===== config.mk =====
export PLATFORM = sky130hd
export DESIGN_NAME = iis_tx_port
export DESIGN_NICKNAME = d
export VERILOG_FILES = /design/src/rtl/iis_tx_port.sv
export SDC_FILE = /design/constraint.sdc
export NUM_CORES = 1
export LEC_CHECK = 0
export BUFFER_PORTS_ARGS = -buffer_cell sky130_fd_sc_hd__buf_2
export CAP_MARGIN = 20
export CORE_UTILIZATION = 47
export DETAILED_ROUTE_END_ITERATION = 12
export HOLD_SLACK_MARGIN = 0.08
export PLACE_DENSITY = 0.73
export SKIP_CTS_REPAIR_TIMING = 1
export SLEW_MARGIN = 10
export SYNTH_ARGS = -nofsm -noshare
export SYNTH_HDL_FRONTEND = slang
export SYNTH_SLANG_ARGS = --single-unit

===== constraint.sdc =====
create_clock -name pclk -period 6.36 [get_ports pclk]
set_input_delay 0.636 -clock pclk [delete_from_list [all_inputs] [get_ports pclk]]
set_output_delay 0.636 -clock pclk [all_outputs]
set_load 0.01 [all_outputs]

===== src/rtl/iis_tx_port.sv =====
// I2S / left-justified / right-justified master transmitter.
// Generates sck/lrclk from pclk and serialises one stereo sample pair per 64-bit frame.
module iis_tx_port #(
  parameter int unsigned SCK_DIV = 4
) (
  input  logic        pclk,
  input  logic        rst_n,
  input  logic        enable,
  input  logic [1:0]  regmap_iis_bitsnum,
  input  logic [1:0]  regmap_iis_port_sel,
  input  logic        din_valid,
  input  logic [23:0] din_left,
  input  logic [23:0] din_right,
  output logic        din_ready,
  output logic        underflow,
  output logic        sck,
  output logic        lrclk,
  output logic        sdout
);

  localparam int unsigned      DIV_W  = (SCK_DIV > 1) ? $clog2(SCK_DIV) : 1;
  localparam logic [DIV_W-1:0] DIV_TC = DIV_W'(SCK_DIV - 1);

  typedef enum logic [1:0] {
    FMT_I2S = 2'd0,
    FMT_LJ  = 2'd1,
    FMT_RJ  = 2'd2
  } fmt_t;

  logic [DIV_W-1:0] r_div_cnt;
  logic             r_sck;
  logic [5:0]       r_bit_cnt;
  logic             r_lrclk;
  logic             r_sdout;
  logic             r_din_ready;
  logic             r_underflow;
  fmt_t             r_fmt;
  logic [4:0]       r_len;
  logic [47:0]      r_sample;

  logic             w_tc;
  logic             w_fall;
  logic             w_load;
  logic [5:0]       w_bit_nxt;
  logic [5:0]       w_bit_inc;
  fmt_t             w_fmt_nxt;
  logic [4:0]       w_len_nxt;
  logic [47:0]      w_sample_nxt;
  logic [23:0]      w_word;
  logic [5:0]       w_off;
  logic [5:0]       w_k;
  logic [5:0]       w_j;
  logic             w_sd;
  logic             w_lr;

  // Output bit is computed from the post-fall bit_cnt and the config/sample that this
  // same fall event latches, so slot position 0 of a new frame already carries new data.
  always_comb begin
    w_tc         = (r_div_cnt == DIV_TC);
    w_fall       = w_tc & r_sck;
    w_load       = w_fall & (r_bit_cnt == 6'd63);
    w_bit_nxt    = r_bit_cnt + 6'd1;
    w_bit_inc    = w_bit_nxt + 6'd1;
    w_fmt_nxt    = r_fmt;
    w_len_nxt    = r_len;
    w_sample_nxt = r_sample;
    if (w_load) begin
      case (regmap_iis_port_sel)
        2'b01:   w_fmt_nxt = FMT_LJ;
        2'b10:   w_fmt_nxt = FMT_RJ;
        default: w_fmt_nxt = FMT_I2S;
      endcase
      case (regmap_iis_bitsnum)
        2'b00:   w_len_nxt = 5'd16;
        2'b01:   w_len_nxt = 5'd20;
        default: w_len_nxt = 5'd24;
      endcase
      w_sample_nxt = din_valid ? {din_left, din_right} : '0;
    end

    w_word = w_bit_nxt[5] ? w_sample_nxt[23:0] : w_sample_nxt[47:24];
    case (w_fmt_nxt)
      FMT_LJ:  w_off = 6'd0;
      FMT_RJ:  w_off = 6'd32 - {1'b0, w_len_nxt};
      default: w_off = 6'd1;
    endcase
    w_k  = {1'b0, w_bit_nxt[4:0]};
    w_j  = w_k - w_off;
    w_sd = 1'b0;
    if ((w_k >= w_off) && (w_j < {1'b0, w_len_nxt})) begin
      w_sd = w_word[5'd23 - w_j[4:0]];
    end
    w_lr = (w_fmt_nxt == FMT_I2S) ? w_bit_inc[5] : w_bit_nxt[5];
  end

  always_ff @(posedge pclk or negedge rst_n) begin
    if (!rst_n) begin
      r_div_cnt   <= '0;
      r_sck       <= 1'b0;
      r_bit_cnt   <= 6'd63;
      r_lrclk     <= 1'b0;
      r_sdout     <= 1'b0;
      r_din_ready <= 1'b0;
      r_underflow <= 1'b0;
      r_fmt       <= FMT_I2S;
      r_len       <= '0;
      r_sample    <= '0;
    end else if (!enable) begin
      r_div_cnt   <= '0;
      r_sck       <= 1'b0;
      r_bit_cnt   <= 6'd63;
      r_lrclk     <= 1'b0;
      r_sdout     <= 1'b0;
      r_din_ready <= 1'b0;
      r_underflow <= 1'b0;
      r_fmt       <= FMT_I2S;
      r_len       <= '0;
      r_sample    <= '0;
    end else begin
      r_din_ready <= w_load;
      r_underflow <= w_load & ~din_valid;
      if (w_tc) begin
        r_div_cnt <= '0;
        r_sck     <= ~r_sck;
      end else begin
        r_div_cnt <= r_div_cnt + 1'b1;
      end
      if (w_fall) begin
        r_bit_cnt <= w_bit_nxt;
        r_sdout   <= w_sd;
        r_lrclk   <= w_lr;
      end
      if (w_load) begin
        r_fmt    <= w_fmt_nxt;
        r_len    <= w_len_nxt;
        r_sample <= w_sample_nxt;
      end
    end
  end

  assign sck       = r_sck;
  assign lrclk     = r_lrclk;
  assign sdout     = r_sdout;
  assign din_ready = r_din_ready;
  assign underflow = r_underflow;

endmodule


* Word-level counts from Yosys, hierarchy flattened
Index checks and enable logic that the tools add are counted.
W data, S select, Z words.
** Cells by class
- Add/subtract/negate cells :: 6
- Bitwise gates (word level) :: 5
- Shift-type cells :: 0
- Div/mod/pow operators :: 0
- Reductions and logical operators :: 3
- Magnitude comparators :: 3
- Eq/ne operators :: 10
- $mul :: 0
- Mux-type cells :: 30
** Operators with widths (number)
- $mux W48 :: 4
- $mux W24 :: 1
- $mux W5 :: 3
- $add A6 B1 Y6 const B :: 2
- $mux W6 :: 2
- $pmux W6 S2 :: 1
- $mux W1 :: 11
- $mux W2 :: 5
- $pmux W4 S2 :: 1
- $eq A2 B1 Y1 const B :: 3
- $eq A2 B2 Y1 const B :: 3
- $eq A6 B6 Y1 const B :: 1
- $ge A5 B6 Y1 :: 1
- $lt A5 B6 Y1 const B :: 1
- $lt A6 B5 Y1 :: 1
- $ne A2 B1 Y1 const B :: 3
- $sub A5 B6 Y6 :: 1
- $sub A6 B5 Y6 const A :: 1
- $bmux W1 S5 :: 1
- $sub A5 B5 Y5 const A :: 1
- $logic_not A2 Y1 :: 2
- $pmux W2 S2 :: 1
- $and A1 B1 Y1 :: 3
- $add A2 B1 Y2 const B :: 1
- other kinds (2) :: 3
** Storage, ports and cells
- Bits in registers :: 68
- Bits in latches :: 0
- RAM bits :: 0
- Memories :: 0
- ROM bits :: 0
- Word-level logic and storage cells :: 67
- Input bits :: 56
- Output and inout port bits :: 5

* Logic depth before layout (Yosys ltp)
Gate-level depths: netlist of the first run.
- Depth after elaboration :: 13
- Gate-level depth with buffers :: 24
- Mapped depth without buffers :: 19

* Worst setup path before layout of the first run
No wires, ideal clock.
- Kind :: reg2reg
- Start point :: reg r_bit_cnt[0]
- End point :: reg r_sdout, in the netlist sdout
- Data required time :: 6.268 ns
- Period minus slack after synthesis :: 4.598 ns
- Setup slack :: 1.762 ns
- Data arrival time :: 4.507 ns
- Path buffers :: 6
- Cell stages (with the launch flop) :: 22
- Path through :: dfstp_2 > ha_1 > nand3_1 > or2_1 > buf_2 > buf_6 > buf_6 > buf_2 > clkbuf_1 > nand2_1 > ha_1 > nand2_1 > inv_1 > fa_1 > clkbuf_1 > clkinv_1 > ha_1 > a21o_1 > a211o_1 > o211ai_1 > o211ai_1 > o31ai_2
** Between the ends
- Word-level cells in the longest chain between the ends :: 12
- Elaborated cells between the ends (all ways) :: 21
- Classes of those cells :: 4 x add/sub; 2 x order compare; 3 x eq/ne; 10 x mux; 1 x bitwise; 1 x reduce/logical
** Ends and longest elaborated chain
- start: declaration :: line 32 : logic [5:0] r_bit_cnt;
- start signal: assignment :: line 129 : r_bit_cnt <= w_bit_nxt;
- $eq A6 B6 Y1 :: line 61 : w_load = w_fall & (r_bit_cnt == 6'd63);
- $and A1 B1 Y1 :: line 61
- $mux W5 / $mux W2 (equally long branches) :: line 67 : if (w_load) begin
- $sub A6 B5 Y6, or another cell as far along :: line 84 : FMT_RJ: w_off = 6'd32 - {1'b0, w_len_nxt};
- $pmux W6 S2 :: line 82 : case (w_fmt_nxt)
- $sub A5 B6 Y6 :: line 88 : w_j = w_k - w_off;
- $sub A5 B5 Y5 :: line 91 : w_sd = w_word[5'd23 - w_j[4:0]];
- $bmux W1 S5 :: line 91
- $mux W1 (implied by the code) :: line 91
- $mux W1 (*) :: line 90 : if ((w_k >= w_off) && (w_j < {1'b0, w_len_nxt})) begin
- $mux W1 (*) :: line 128 : if (w_fall) begin
- $mux W1 (*) :: line 108 : end else if (!enable) begin
- end signal: assignment :: line 130 : r_sdout <= w_sd;
- end: declaration :: line 34 : logic r_sdout;
Every way passes the cells marked *; elsewhere a longest branch is shown, timed or not. The select of a mux whose other input is x is not followed.
A chain may end at the register's enable or synchronous reset.

* Worst setup path after layout of the first run
- Start point :: reg r_bit_cnt[5]
- End point :: reg r_sdout, in the netlist sdout
Same word-level chain as after synthesis.

==> results of run 1 <==
area by class of cell:
| cell class | instances | area [µm²] |
|---|---|---|
| Multi-Input combinational cell | 363 | 2380 |
| Tap cell | 108 | 135 |
| Sequential cell | 68 | 1710 |
| Timing Repair Buffer | 67 | 353 |
| Clock inverter | 3 | 67.6 |
| Clock buffer | 13 | 169 |
| Inverter | 8 | 30.0 |
| Fill cell | 805 | 3960 |
sequential cells by signal, indices dropped and copies added (netlist names):
register / count
r_div_cnt: 2
r_bit_cnt: 6
din_ready: 1
r_len: 5
sck: 1
r_sample: 48
lrclk: 1
r_fmt: 2
sdout: 1
underflow: 1
kinds of logic (layout without fill, tap and decap cells):
family                   Yosys count  after routing  share of synthesized area
AO/OA/AOI/OAI                     97             97                      0.145
XOR/XNOR                          17             17                     0.0362
adder cells (fa/ha/maj)           13             13                     0.0394
buffers and inverters             44             91                     0.0542
flip-flops                        68             68                      0.396
multiplexers                      17             17                     0.0582
AND/OR/NAND/NOR                  219            219                      0.272
routing by layer:
metal,track usage,vias to the layer above,routed length [µm]
met3,0.0444,13,388
li1,-,1764,-
met1,0.318,1793,4890
met2,0.380,87,5010
met4,0.0734,0,135
met5,0,-,0
synthesized netlist by cell type (all sizes together) (3+ instances only):
library cell,number
nand3,27
and3,18
or3,4
and2,11
xor2,8
nor4,3
nor2b,34
buf,16
nor3,22
nand2,72
dfrtp,62
a21oi,37
mux2i,9
ha,12
nand2b,4
a21boi,15
inv,7
o21ai,18
nand4,6
o211ai,3
clkbuf,20
dfstp,6
xnor2,9
mux2,3
mux4,5
nor3b,3
nand3b,3
nor2,5
a21o,3
power breakdown:
part | total (mW) | switching (mW) | internal, mW
sequential | 0.438 | 0.00236 | 0.436
combinational | 0.0983 | 0.0584 | 0.0399
clock | 0.423 | 0.169 | 0.253
total | 0.959 | 0.230 | 0.729
cell usage in the layout (no fill, tap or decap), drive strengths merged, types with 3 or more instances in the layout:
master	n
xor2	8
or3	4
dfstp	6
clkbuf	13
nand3	27
and3	18
o21ai	18
buf	67
nand4	6
mux4	5
nor2	5
inv	7
dfrtp	62
nor4	3
nand2b	4
nand2	72
nor3b	3
nor2b	34
mux2i	9
nor3	22
xnor2	9
and2	11
ha	12
a21boi	15
mux2	3
a21o	3
o211ai	3
nand3b	3
a21oi	37
how the worst max path moves through the flow:
stage | start | endpoint | slack, ns | cells past startpoint
global route | r_bit_cnt[5]$_DFFE_PN1P_ | sdout$_DFFE_PN0P_ | 1.06 | 14
detailed placement | r_bit_cnt[5]$_DFFE_PN1P_ | sdout$_DFFE_PN0P_ | 1.48 | 14
floorplan | r_bit_cnt[0]$_DFFE_PN1P_ | sdout$_DFFE_PN0P_ | 1.76 | 21
CTS | r_bit_cnt[5]$_DFFE_PN1P_ | sdout$_DFFE_PN0P_ | 1.43 | 14
finish | r_bit_cnt[5]$_DFFE_PN1P_ | sdout$_DFFE_PN0P_ | 1.39 | 14
global placement | r_bit_cnt[5]$_DFFE_PN1P_ | sdout$_DFFE_PN0P_ | 1.63 | 14
worst register-to-register path, cell delays in order (launching register included):
cell and delay, ns:
dfstp_2 0.70, nand4_2 0.55, or2_2 0.69, nand2_1 0.13
ha_1 0.23, nand2_1 0.08, inv_1 0.06, fa_1 0.79
clkinv_1 0.41, ha_1 0.40, a21o_1 0.17, a211o_1 0.29
o211ai_1 0.09, o211ai_1 0.13, o31ai_2 0.18
==> results.sh, run 1 <==
export IMPL_status="completed"
export IMPL_rsz0062_at_grt="false"
export IMPL_ant_nets=0
export IMPL_setup_viol=0
export IMPL_antenna_found_initial=0
export IMPL_ir_worst_vdd_mv=0.0997
export IMPL_p_per_area_nw_per_um2=198
export IMPL_synth_nets=544
export IMPL_yosysTopAreaCellShare=0.359
export IMPL_dieArea_um2=9580
export IMPL_gp_congestion=0.842
export IMPL_post_drt_wl_per_cell_um=16.5
export IMPL_path_max_fanout=22
export IMPL_synth_warnings=0
export IMPL_max_clock_path_buffers=2
export IMPL_hold_path_class="flip-flop to flip-flop"
export IMPL_critPathSlowestCell="fa_1"
export IMPL_slowest_delay_ns=0.79
export IMPL_yosysTopAreaCell="dfrtp_1"
export IMPL_ys_ff_latch=68
export IMPL_slew_viol_final=0
export IMPL_crit_family="simple AND/OR/NAND/NOR gates"
export IMPL_io_buffers=60
export IMPL_fin_crit_sh=0.781
export IMPL_rrSetupSlack_ns=1.39
export IMPL_vias_per_cell=5.80
export IMPL_finalHoldViolations=0
export IMPL_grt_pass1_wl_um=18000
export IMPL_nets=586
export IMPL_synthCells=475
export IMPL_rr_endpoint="sdout$_DFFE_PN0P_"
export IMPL_design_core_area_um2=8810
export IMPL_p_total_mw=0.959
export IMPL_cts_tree="yes"
export IMPL_clk_latency_ns=0.35
export IMPL_fp_dieH_um=97.9
export IMPL_initial_core_util=0.490
export IMPL_final_core_util=0.550
export IMPL_final_cells=630
export IMPL_vias=3657
export IMPL_overflow=0
export IMPL_relSlewSlack=0.327
export IMPL_finClkSkew_ns=0.00677
export IMPL_maxCapViolations=0
export IMPL_synth_edf_count=0
export IMPL_stdcell_area_um2=4840
export IMPL_track_usage=0.234
export IMPL_syn_cell_area_um2=4320
export IMPL_grt_start_max_net_pins=69
export IMPL_fp_dieW_um=97.9
export IMPL_dp_hpwl_um=7080
export IMPL_clk_pin_slew_ns=0.08
export IMPL_syn_to_final_growth_pct=12.1
export IMPL_drc_errors=0
export IMPL_finalSetupTns_ns=0
export IMPL_cp_arrival_ns=5.23
export IMPL_placed_cells=614
export IMPL_ys_seq_area_frac=0.396
export IMPL_cp_cell_sequence="nand4_2 -> or2_2 -> nand2_1 -> ha_1 -> nand2_1 -> inv_1 -> fa_1 -> clkinv_1 -> ha_1 -> a21o_1 -> a211o_1 -> o211ai_1 -> o211ai_1 -> o31ai_2"
export IMPL_cp_start_kind="flip-flop"
export IMPL_fin_ws_ns=1.39
export IMPL_min_period_ns=4.97
export IMPL_htree_num_levels=3
export IMPL_wirelength_um=10400
export IMPL_cp_end_kind="flip-flop"
export IMPL_max_freq_mhz=201
export IMPL_place_area_um2=4610
export IMPL_worstSetupPathType="flip-flop to flip-flop"
export IMPL_whs_ns=0.442
export IMPL_hold_depth=1
export IMPL_root_buffer="clkbuf_8"
export IMPL_io_pins=61
export IMPL_drt_first_pass_iters=5
export IMPL_dp_slack_ns=1.48
export IMPL_drive_above_1_share=0.201
export IMPL_holdPathEnd="r_div_cnt[0]$_DFF_PN0_"
export IMPL_clock_sinks=68
export IMPL_num_antenna_cells=0
export IMPL_crit_buf_inv=2
export IMPL_rows=34
export IMPL_synth_area_leaders="dfrtp_1 (36%), nand2_1 (6.2%), nor2b_1 (4.9%)"
export IMPL_min_from="r_div_cnt[0]$_DFF_PN0_"
export IMPL_numCtsBuffers=9
export IMPL_yosysUniqueCellTypes=67
export IMPL_worstMarginPinSlew_ns=1.01
export IMPL_leakagePower_nw=2.14
export IMPL_grt_pass1_vias=3642
export IMPL_crit_required_ns=6.62
export IMPL_async_flop_share=1.00
export IMPL_reg2reg_from="r_bit_cnt[5]$_DFFE_PN1P_"
export IMPL_reg2reg_depth=14
export IMPL_drt_iter0_drc=285
export IMPL_ys_flop_type="dfrtp_1"
export IMPL_syn_avg_cell_area_um2=9.09
No activity file was read; power rests on OpenSTA's default activity.
==> inputs of run 2 (changes only) <==
--- a/config.mk
+++ b/config.mk
@@ -5,12 +5,13 @@
 export SDC_FILE = /design/constraint.sdc
 export NUM_CORES = 1
 export LEC_CHECK = 0
+export ABC_AREA = 1
 export BUFFER_PORTS_ARGS = -buffer_cell sky130_fd_sc_hd__buf_2
 export CAP_MARGIN = 20
 export CORE_UTILIZATION = 47
 export DETAILED_ROUTE_END_ITERATION = 12
 export HOLD_SLACK_MARGIN = 0.08
-export PLACE_DENSITY = 0.73
+export PLACE_DENSITY = 0.76
 export SKIP_CTS_REPAIR_TIMING = 1
 export SLEW_MARGIN = 10
 export SYNTH_ARGS = -nofsm -noshare
==> constraint.sdc (replaced) <==
create_clock -name pclk -period 4.5 [get_ports pclk]
set_input_delay 0.45 -clock pclk [delete_from_list [all_inputs] [get_ports pclk]]
set_output_delay 0.45 -clock pclk [all_outputs]
set_load 0.01 [all_outputs]
==> results.sh, run 2 <==
export IMPL_design_core_area_um2=8760
export IMPL_top_regs="r_sample (48), r_bit_cnt (6), r_len (5)"
export IMPL_dp_hpwl_um=6710
export IMPL_rows=34
export IMPL_antenna_found_initial=0
export IMPL_max_freq_mhz=247
export IMPL_drt_iter0_drc=229
export IMPL_grt_start_max_net_pins=61
export IMPL_io_buffers=60
export IMPL_yosys_top_cells_count="nand2_1 (214), inv_1 (80), dfrtp_1 (62), nor2_1 (56), nand3_1 (51)"
export IMPL_critPathSlowestCell="fa_1"
export IMPL_fp_dieW_um=97.2
export IMPL_async_flop_share=1.00
export IMPL_drc_errors=0
export IMPL_grt_pass1_wl_um=17200
export IMPL_largest_reg_flops=48
export IMPL_ys_flop_type="dfrtp_1"
export IMPL_reg2reg_from="r_bit_cnt[0]$_DFFE_PN1P_"
export IMPL_slowest_delay_ns=0.65
export IMPL_layout_commonest_cell="nand2_1"
export IMPL_final_fill_count=851
export IMPL_post_synth_top_count_cell="nand2_1"
export IMPL_fin_crit_sh=0.901
export IMPL_cp_cell_sequence="ha_1 -> nand2_1 -> nor2_4 -> nand3_4 -> nand2_1 -> o21ai_1 -> nor2_2 -> nand2_1 -> nand2_1 -> inv_1 -> ha_1 -> fa_1 -> inv_1 -> ha_1 -> o21ai_0 -> nand2_1 -> nand2_1 -> nand3b_1 -> nand2_1 -> nand2_1 -> nor2_1 -> nand4_1 -> nand2_1"
export IMPL_grt_pass1_vias=3804
export IMPL_leakagePower_nw=2.57
export IMPL_synth_nets=688
export IMPL_path_max_fanout=17
export IMPL_cp_end_kind="flip-flop"
export IMPL_numCtsBuffers=9
export IMPL_final_cell_mix="nand2_1 (214), inv_1 (80), dfrtp_1 (62)"
export IMPL_startpoint="r_bit_cnt[0]$_DFFE_PN1P_"
export IMPL_overflow=0
export IMPL_hold_path_class="input pin to async pin"
export IMPL_stdcell_area_um2=4770
export IMPL_fp_dieH_um=97.2
export IMPL_nets=734
export IMPL_setup_viol=0
export IMPL_place_area_um2=4560
export IMPL_gp_congestion=0.917
export IMPL_crit_path_frequent_cell="nand2_1"
export IMPL_cp_arrival_ns=4.35
export IMPL_yosysTopAreaCell="dfrtp_1"
export IMPL_clk_latency_ns=0.35
export IMPL_io_pins=61
export IMPL_synth_warnings=0
export IMPL_post_drt_wl_per_cell_um=12.9
export IMPL_ys_ff_latch=68
export IMPL_status="completed"
export IMPL_initial_core_util=0.486
export IMPL_ys_seq_area_frac=0.402
export IMPL_yosysUniqueCellTypes=31
export IMPL_track_usage=0.222
export IMPL_slew_viol_final=0
export IMPL_root_buffer="clkbuf_8"
export IMPL_max_clock_path_buffers=2
export IMPL_min_period_ns=4.06
export IMPL_finalSetupTns_ns=0
export IMPL_worstMarginPinSlew_ns=0.858
export IMPL_wirelength_um=10100
export IMPL_syn_avg_cell_area_um2=6.87
export IMPL_rsz0062_at_grt="false"
export IMPL_yosysTopAreaCellShare=0.365
export IMPL_clk_pin_slew_ns=0.08
export IMPL_syn_to_final_growth_pct=12.2
export IMPL_vias=3945
export IMPL_drt_first_pass_iters=5
export IMPL_vias_per_cell=5.07
export IMPL_htree_num_levels=3
export IMPL_ir_worst_vdd_mv=0.165
export IMPL_largest_register="r_sample"
export IMPL_relSlewSlack=0.426
export IMPL_drive_above_1_share=0.152
export IMPL_synthCells=619
export IMPL_synth_edf_count=0
export IMPL_dieArea_um2=9440
export IMPL_finalHoldViolations=0
export IMPL_syn_cell_area_um2=4260
export IMPL_num_antenna_cells=0
export IMPL_cts_tree="yes"
export IMPL_ant_nets=0
export IMPL_synth_area_leaders="dfrtp_1 (36%), nand2_1 (19%), inv_1 (7.1%)"
export IMPL_maxCapViolations=0
export IMPL_finClkSkew_ns=0.0119
export IMPL_crit_required_ns=4.79
export IMPL_worstSetupPathType="flip-flop to flip-flop"
export IMPL_clock_sinks=68
export IMPL_cp_start_kind="flip-flop"
export IMPL_p_per_area_nw_per_um2=357
-- run 2: changes by cell type after synthesis, sizes merged, moves of 11 or more --
cell and delta:
a21boi -15, and3 -18, a21oi -15, and2 -11, nand4 +16, o21ai +20
nand2 +142, nand3 +25, inv +75, nor2b -34, nor2 +53, nor3 -20
-- run 2: worst max-delay path, delay by kind of cell, from the launching register on --
kind / cells / cell delay, ns
and+or+nand+nor: 15 / 1.58
AOI/OAI and AO/OA: 2 / 0.20
buffers and inverters: 2 / 0.24
DFF: 1 / 0.62
adders and majority gates: 4 / 1.37
-- run 2: cells by family after synthesis --
family	after synthesis	share of synthesized area
AND/OR/NAND/NOR	352	0.347
buffers and inverters	115	0.114
flip-flops	68	0.402
AO/OA/AOI/OAI	65	0.0847
adder cells (fa/ha/maj)	13	0.0400
XOR/XNOR	6	0.0123
-- run 2: worst paths after layout --
| path | endpoint | slack, ns | cells after the start |
|---|---|---|---|
| setup / recovery | sdout$_DFFE_PN0P_ | 0.44 | 23 |
| hold / removal | din_ready$_DFF_PN0_ | 0.13 | 1 |
| setup reg to reg | sdout$_DFFE_PN0P_ | 0.44 | 23 |
| hold reg to reg | r_div_cnt[0]$_DFF_PN0_ | 0.45 | 1 |
| max in group asynchronous | r_sample[31]$_DFFE_PN0P_ | 3.41 | 2 |
| min in group pclk | r_div_cnt[1]$_DFF_PN0_ | 0.30 | 3 |
-- run 2: power breakdown --
part / switching [mW] / internal (mW) / total, mW
sequential: 0.00778 / 0.620 / 0.627
combinational: 0.361 / 0.196 / 0.557
clock: 0.249 / 0.270 / 0.519
-- run 2: metal layers --
| metal | track usage | vias to the layer above | routed length, µm |
|---|---|---|---|
| met5 | 0 | - | 0 |
| met4 | 0.102 | 0 | 238 |
| met3 | 0.0266 | 19 | 409 |
| met2 | 0.359 | 113 | 4730 |
| met1 | 0.298 | 1777 | 4690 |
| li1 | - | 2036 | - |
-- run 2: cell type report --
| type | count | area [µm²] | share of cell area |
|---|---|---|---|
| inverter | 83 | 312 | 0.0653 |
| tap | 108 | 135 | 0.0283 |
| sequential | 68 | 1710 | 0.358 |
| clock buffer | 10 | 138 | 0.0288 |
| timing repair buffer | 66 | 345 | 0.0723 |
| clock inverter | 6 | 63.8 | 0.0134 |
| multi-input combinational | 437 | 2070 | 0.434 |
-- run 2: stage by stage --
step | instances | power [mW] | utilization | hold WS (ns) | setup slack, ns
2_1_floorplan | 619 | 1.05 | - | 0.154 | 1.00
3_5_place_dp | 761 | 1.19 | 0.521 | 0.444 | 0.443
3_3_place_gp | 761 | 1.17 | 0.521 | 0.425 | 0.602
6_report | 778 | 1.70 | 0.545 | 0.129 | 0.444
5_1_grt | 778 | 1.83 | 0.545 | 0.189 | 0.0677
4_1_cts | 777 | 1.70 | 0.544 | 0.156 | 0.383
